$ cat src/rtl/btn_conditioner.sv
// btn_conditioner: per-channel button front end.
//   raw level -> 2-flop synchroniser -> debounce counter -> debounced level,
//   plus a press-classification FSM (IDLE / PRESS / LONG) that produces
//   one-cycle rise, fall, short and long pulses and a held level.
// All outputs are registered; channels are fully independent.
// Optional feature macro: AUTO_REPEAT_EN (extra btn_rise pulses every
// REPEAT_CYCLES cycles while a long press is held).
module btn_conditioner #(
  parameter int NUM_BTN         = 5,
  parameter int DEBOUNCE_CYCLES = 1_000_000,
  parameter int LONG_CYCLES     = 300_000_000,
  parameter int REPEAT_CYCLES   = 20_000_000
) (
  input  logic               clk,
  input  logic               rst,
  input  logic [NUM_BTN-1:0] btn_raw,
  output logic [NUM_BTN-1:0] btn_level,
  output logic [NUM_BTN-1:0] btn_rise,
  output logic [NUM_BTN-1:0] btn_fall,
  output logic [NUM_BTN-1:0] btn_short,
  output logic [NUM_BTN-1:0] btn_long,
  output logic [NUM_BTN-1:0] btn_held
);

  localparam int DW = $clog2(DEBOUNCE_CYCLES + 1);
  localparam int LW = $clog2(LONG_CYCLES + 1);
  localparam logic [DW-1:0] DEB_MAX  = DW'(DEBOUNCE_CYCLES);
  localparam logic [LW-1:0] LONG_MAX = LW'(LONG_CYCLES);

  typedef enum logic [1:0] {
    IDLE  = 2'd0,
    PRESS = 2'd1,
    LONG  = 2'd2
  } state_t;

  for (genvar i = 0; i < NUM_BTN; i++) begin : g_ch
    logic          sync1_q;
    logic          sync2_q;
    logic [DW-1:0] deb_cnt_q;
    logic          level_q;
    logic [LW-1:0] hold_cnt_q;
    state_t        state_q;
    state_t        state_d;
    logic          rise_q, fall_q, short_q, long_q, held_q;
    logic          tog;
    logic          rise_d, fall_d;
    logic          short_d, long_d, held_d;
    logic          rep_rise;
    logic          at_long;

    // A level change is accepted on the cycle after the counter has seen
    // DEBOUNCE_CYCLES consecutive mismatching cycles.
    assign tog     = (deb_cnt_q == DEB_MAX);
    assign rise_d  = tog & ~level_q;
    assign fall_d  = tog & level_q;
    assign at_long = (hold_cnt_q == LONG_MAX);

    // Two-flop synchroniser for the asynchronous raw button.
    always_ff @(posedge clk or posedge rst) begin
      if (rst) begin
        sync1_q <= 1'b0;
        sync2_q <= 1'b0;
      end else begin
        sync1_q <= btn_raw[i];
        sync2_q <= sync1_q;
      end
    end

    // Debounce counter: counts mismatching cycles, clears on any match.
    always_ff @(posedge clk or posedge rst) begin
      if (rst) begin
        deb_cnt_q <= '0;
        level_q   <= 1'b0;
      end else if (tog) begin
        deb_cnt_q <= '0;
        level_q   <= ~level_q;
      end else if (sync2_q != level_q) begin
        deb_cnt_q <= deb_cnt_q + 1'b1;
      end else begin
        deb_cnt_q <= '0;
      end
    end

    // FSM state register.
    always_ff @(posedge clk or posedge rst) begin
      if (rst) state_q <= IDLE;
      else     state_q <= state_d;
    end

    // FSM next state; a release on the threshold cycle wins over LONG.
    always_comb begin
      state_d = state_q;
      case (state_q)
        IDLE:    if (rise_d) state_d = PRESS;
        PRESS: begin
          if (fall_d)       state_d = IDLE;
          else if (at_long) state_d = LONG;
        end
        LONG:    if (fall_d) state_d = IDLE;
        default: state_d = IDLE;
      endcase
    end

    // FSM outputs, computed one cycle ahead and registered below.
    always_comb begin
      short_d = 1'b0;
      long_d  = 1'b0;
      held_d  = (state_d == LONG);
      if (state_q == PRESS) begin
        short_d = fall_d;
        long_d  = ~fall_d & at_long;
      end
    end

    // Hold counter: 1 in the rise cycle, saturates at LONG_CYCLES.
    always_ff @(posedge clk or posedge rst) begin
      if (rst) begin
        hold_cnt_q <= '0;
      end else begin
        case (state_q)
          IDLE:  hold_cnt_q <= rise_d ? LW'(1) : '0;
          PRESS: begin
            if (fall_d)        hold_cnt_q <= '0;
            else if (!at_long) hold_cnt_q <= hold_cnt_q + 1'b1;
          end
          LONG:  if (fall_d) hold_cnt_q <= '0;
          default: hold_cnt_q <= '0;
        endcase
      end
    end

`ifdef AUTO_REPEAT_EN
    localparam int RW = $clog2(REPEAT_CYCLES + 1);
    localparam logic [RW-1:0] REP_MAX = RW'(REPEAT_CYCLES);
    logic [RW-1:0] rep_cnt_q;

    // Repeat pulse fires REPEAT_CYCLES after the long pulse and every
    // REPEAT_CYCLES after that, suppressed by a same-cycle release.
    assign rep_rise = (state_q == LONG) & ~fall_d & (rep_cnt_q == REP_MAX);

    // Repeat counter: loads 1 with the long pulse, wraps to 1 on each repeat.
    always_ff @(posedge clk or posedge rst) begin
      if (rst) begin
        rep_cnt_q <= '0;
      end else if (state_q == PRESS && state_d == LONG) begin
        rep_cnt_q <= RW'(1);
      end else if (state_q == LONG && !fall_d) begin
        rep_cnt_q <= (rep_cnt_q == REP_MAX) ? RW'(1) : rep_cnt_q + 1'b1;
      end else begin
        rep_cnt_q <= '0;
      end
    end
`else
    assign rep_rise = 1'b0;
`endif

    // Output pulse/level registers.
    always_ff @(posedge clk or posedge rst) begin
      if (rst) begin
        rise_q  <= 1'b0;
        fall_q  <= 1'b0;
        short_q <= 1'b0;
        long_q  <= 1'b0;
        held_q  <= 1'b0;
      end else begin
        rise_q  <= rise_d | rep_rise;
        fall_q  <= fall_d;
        short_q <= short_d;
        long_q  <= long_d;
        held_q  <= held_d;
      end
    end

    assign btn_level[i] = level_q;
    assign btn_rise[i]  = rise_q;
    assign btn_fall[i]  = fall_q;
    assign btn_short[i] = short_q;
    assign btn_long[i]  = long_q;
    assign btn_held[i]  = held_q;
  end

endmodule

$ cat config.mk
export PLATFORM = sky130hd
export DESIGN_NAME = btn_conditioner
export DESIGN_NICKNAME = d
export VERILOG_FILES = /design/src/rtl/btn_conditioner.sv
export SDC_FILE = /design/constraint.sdc
export NUM_CORES = 1
export LEC_CHECK = 0
export BUFFER_PORTS_ARGS = -buffer_cell sky130_fd_sc_hd__buf_2
export CAP_MARGIN = 20
export CORE_MARGIN = 3
export CORE_UTILIZATION = 63
export DETAILED_ROUTE_END_ITERATION = 8
export PLACE_DENSITY_LB_ADDON = 0.15
export SLEW_MARGIN = 20
export SYNTH_ARGS = -nofsm -noshare
export SYNTH_HDL_FRONTEND = slang
export SYNTH_SLANG_ARGS = --single-unit
export TNS_END_PERCENT = 50
$ cat constraint.sdc
create_clock -name clk -period 9.58 [get_ports clk]
set_input_delay 0 -clock clk [delete_from_list [all_inputs] [get_ports clk]]
set_output_delay 0 -clock clk [all_outputs]
set_load 0.02 [all_outputs]
Word-level counts from Yosys, hierarchy flattened
Index checks and enable logic that the tools add are counted.

storage, ports and cells
  register bits after elaboration = 295
  output and inout bits = 30

operators by class
  bitwise gates (word level) = 25
  reduce and logical (&&, ||, !) cells = 10
  multiplexer cells = 70
  equal/unequal tests = 40
  $add $sub $neg = 10

operators with widths
  cell                                           count
  two-way mux 29 bit                             15
  case mux 29 bit (3 select lines)               5
  two-way mux 20 bit                             10
  adder 29 x 1 -> 29 bit, second input constant  5
  == test 29 bit, second input constant          5
  adder 20 x 1 -> 20 bit, second input constant  5
  == test 20 bit, second input constant          5
  two-way mux 2 bit                              20
  case mux 2 bit (3 select lines)                5
  == test 2 bit, second input constant           10
  bitwise AND 1 bit                              15
  two-way mux 1 bit                              15
  inequality test 3 bit, second input constant   5
  == test 2 x 1 -> 1 bit, second input constant  5
  logical NOT 2 bit                              5
  inequality test 2 bit, second input constant   5
  inverter 1 bit                                 10
  AND reduction 2 bit                            5
  inequality test 1 bit                          5

Longest topological paths before layout
  word-level depth = 5
  gate-level depth with buffers = 9
  depth with buffers taken out = 8

Least setup slack after synthesis
Ideal clock, no wire load.

  path type = register -> register
  start point = reg g_ch[1].hold_cnt_q[0]
  end point = reg g_ch[1].hold_cnt_q[0]
  data arrival time = 2,149 ps
  cell stages (with the launch flop) = 10
  required time = 9,501 ps
  path buffers = 2
  slack = 7,352 ps
  cells stage by stage = dfrtp_1 inv_1 ha_1 nor4b_1 nand4_1 o41ai_4 and2_0 buf_2 buf_4 mux2i_1

between the ends
  longest elaborated chain between the ends = 4

RTL lines
  element                           RTL line  RTL
  from (decl)                       41        logic [LW-1:0] hold_cnt_q;
  from (signal assigned)            121       IDLE: hold_cnt_q <= rise_d ? LW'(1) : '0;
  from (signal assigned)            124       else if (!at_long) hold_cnt_q <= hold_cnt_q + 1'b1;
  adder 29 x 1 -> 29 bit            124
  two-way mux 29 bit                124
  two-way mux 29 bit                123       if (fall_d) hold_cnt_q <= '0;
  case mux 29 bit (3 select lines)  120       case (state_q)

Several ways; a longest one is shown, not always the timed one. The select of a mux whose other input is x is not followed.
A chain may end at the register's enable or synchronous reset.

Final worst setup path
Same ends and word-level chain as after synthesis.

==> results.py <==
metrics = {
    "floorplanning": {
        "initial_utilization_pct": 64.7,
        "die_width_um": 167,
        "row_count": 58,
        "dieArea_mm2": 0.0280,
        "boundaryPins": 37,
        "coreArea_mm2": 0.0254,
        "fp.dieH_um": 167,
    },
    "yosys": {
        "synth_area_leaders": "dfrtp_1 (45%), nand3_1 (4.8%), nor2_1 (3.7%)",
        "yosys_most_used_dff": "dfrtp_1",
        "syn_inst": 1752,
        "avgSynthCellArea_um2": 9.37,
        "synth-seq-area-share_pct": 45.0,
        "ys_ff_latch": 295,
        "yosys.cell_types.count": 93,
        "synth_top_area_share_pct": 45.0,
        "synthArstFlopShare_pct": 100,
        "yosysTopAreaCell": "dfrtp_1",
        "synth_edf_count": 0,
        "yosysWarnings": 0,
        "syn_nets": 1779,
        "syn-cell-area_mm2": 0.0164,
    },
    "cells_and_area": {
        "antenna_cells": 0,
        "final_common_cell": "dfrtp_1",
        "drive_gt1_share_pct": 8.72,
        "largest-register": "g_ch.hold_cnt_q",
        "fin_area_mm2": 0.0176,
        "reg.largest.list": "g_ch.hold_cnt_q (145), g_ch.deb_cnt_q (100), g_ch.state_q (10)",
        "most-common-layout-cells": "dfrtp_1 (295), nor2_1 (161), nand3_1 (159), nand2_1 (104), nand4_1 (91)",
        "area_delta_synth_final_pct": 7.34,
        "largest_reg_flops": 145,
        "final_util_pct": 69.4,
        "final_nets": 1757,
    },
    "global_route": {
        "antenna_found_initial": 0,
        "grt_overflow": 0,
        "grt_pass1_wl_um": 62400,
        "grt_pass1_vias": 12900,
        "grtUsageTotal_pct": 25.5,
        "grt_max_degree": 146,
    },
    "critical_path": {
        "crit_fanout": 13,
        "slowest_stage": "and2_0",
        "cp.required_ns": 10.04,
        "slowest_delay_ns": 0.61,
        "crit_chain": "inv_1 -> ha_1 -> nor4b_1 -> nand4_1 -> o41ai_4 -> and2_0 -> buf_4 -> mux2i_1",
        "worstPathArrival_ns": 3.47,
        "path_class": "reg -> reg",
        "cp-start-kind": "flip-flop",
        "end_kind": "flip-flop",
    },
    "route": {
        "routed_wl_um": 35800,
        "ant_nets": 0,
        "routed-via-count": 13500,
        "drc": 0,
        "firstDrtPassIters": 5,
        "viasPerCell": 6.47,
        "first_iter_violations": 1338,
        "routedWlPerCell_um": 17.2,
    },
    "sta": {
        "setup_viol": 0,
        "max_clock_freq_ghz": 0.332,
        "drv_slew": 0,
        "finalHoldViolCount": 0,
        "grt_setup_unrepaired": "no",
        "post-route-min-period_ns": 3.01,
        "finalCritPeriodShare_pct": 31.4,
        "skew_ns": 0.00911,
        "worst_slack_ns": 6.57,
        "setup_tns_ns": 0,
        "tightest_slew_ns": 0.982,
        "relSlewSlack_pct": 34.5,
    },
    "worst_hold_path": {
        "hp-class": "in -> reg",
    },
    "placed_design": {
        "dp_hpwl_um": 23900,
        "globalplace.congestion": 0.918,
        "place_area_mm2": 0.0165,
        "portBuffers": 36,
        "place_ws_ns": 6.63,
    },
    "clock_tree": {
        "clock_path_buffers": 3,
        "insertion_delay_ns": 0.55,
        "clkTransAtPathRegs_ns": 0.06,
        "htree_levels": 1,
        "cts_sinks": 295,
        "cts_tree": "yes",
        "cts_root_buffer": "clkbuf_16",
        "cts-buffers-inserted": 31,
    },
    "power": {
        "p_leak_uw": 0.00765,
        "cellPowerDensity_mw_per_mm2": 143,
        "vdd.ir_drop.worst_mv": 0.148,
    },
    "outcome": {
        "status": "complete, no violations",
    },
    "run": {
        "cap_violations": 0,
    },
}
## cell families (layout without fill, tap and decap cells)
family | count (synthesis) | in the layout | share of synthesized area (%)
and+or+nand+nor | 900 | 900 | 31.0
DFF | 295 | 295 | 45.0
AOI/OAI and AO/OA | 243 | 243 | 11.0
buffers and inverters | 176 | 178 | 5.16
xor gates and xnor gates | 112 | 112 | 5.97
adders and majority gates | 20 | 20 | 1.52
muxes | 6 | 6 | 0.373
## power by group
group / internal (uW) / switching, uW / leakage, uW
clock network: 711 / 496 / 0.000510
registers: 1250 / 8.00 / 0.00409
logic: 12.8 / 39.0 / 0.00305
## timing repair
| item | CTS | global route |
|---|---|---|
| gates resized for setup | 0 | 0 |
| setup buffers | 0 | 0 |
| endpoints found under the hold margin | 149 | 0 |
| hold buffers | 6 | 0 |
## routing by layer
metal,up-vias,part of all wire (%),track usage (%)
met5,-,0,0
met4,0,2.1,6.76
met3,65,5.0,2.95
met2,362,47,41.1
met1,6608,46,37.2
li1,6446,-,-
## critical path: cells and delay by family, from the launching register on
family / cells / cell delay [ns]
multiplexers: 1 / 0.21
AO/OA/AOI/OAI: 1 / 0.58
flip-flops: 1 / 0.46
adder cells (fa/ha/maj): 1 / 0.14
buffers and inverters: 2 / 0.47
AND/OR/NAND/NOR: 3 / 1.06
## worst paths after layout
check | start | to | slack (ns) | cells after the start
setup / recovery | g_ch[1].hold_cnt_q[0] | g_ch[1].hold_cnt_q[0] | 6.57 | 8
hold / removal | btn_raw[3] | g_ch[3].sync1_q | 0.1 | 2
setup reg to reg | g_ch[1].hold_cnt_q[0] | g_ch[1].hold_cnt_q[0] | 6.57 | 8
hold reg to reg | g_ch[2].sync1_q | g_ch[2].sync2_q | 0.35 | 0
max in group asynchronous | rst | g_ch[1].deb_cnt_q[2] | 6.94 | 5
min in group asynchronous | rst | g_ch[3].hold_cnt_q[16] | 0.22 | 3
## metrics by stage
stage	instances	power [uW]	hold WS (ns)
final	2084	2520	0.0966
after global placement	2021	1330	0.109
after floorplan	1752	1320	0.0314
after CTS	2084	2550	0.0723
after global routing	2084	2610	0.0789
after detailed placement	2021	1340	0.110
## cell type report
| type | instances | area, um2 |
|---|---|---|
| tap | 330 | 413 |
| timing repair buffer | 51 | 308 |
| clock inverter | 19 | 184 |
| inverter | 70 | 277 |
| sequential | 295 | 7380 |
| fill | 1989 | 7770 |
| multi-input combinational | 1281 | 8210 |
| clock buffer | 38 | 852 |
## synth_stat cells, types with 5 or more instances
| cell | count |
|---|---|
| a211o_1 | 31 |
| a21o_1 | 7 |
| a21oi_1 | 17 |
| a221o_1 | 5 |
| a22o_1 | 6 |
| a22oi_1 | 15 |
| a31oi_1 | 37 |
| a41oi_1 | 7 |
| and2_1 | 9 |
| and3_1 | 64 |
| and4_1 | 27 |
| buf_2 | 15 |
| buf_4 | 32 |
| clkbuf_1 | 51 |
| dfrtp_1 | 295 |
| ha_1 | 20 |
| inv_1 | 67 |
| mux2i_1 | 5 |
| nand2_1 | 104 |
| nand2b_1 | 16 |
| nand3_1 | 159 |
| nand3b_1 | 10 |
| nand4_1 | 91 |
| nand4b_1 | 10 |
| nor2_1 | 161 |
| nor2b_1 | 7 |
| nor3_1 | 70 |
| nor4_1 | 39 |
| nor4b_1 | 30 |
| nor4bb_1 | 9 |
| o211ai_1 | 18 |
| o21a_1 | 6 |
| o21ai_0 | 42 |
| o31a_1 | 6 |
| or2_2 | 10 |
| or3_1 | 22 |
| or4_1 | 20 |
| or4b_1 | 5 |
| or4b_2 | 5 |
| xnor2_1 | 48 |
| xor2_1 | 64 |
No activity file was read; power rests on OpenSTA's default activity.
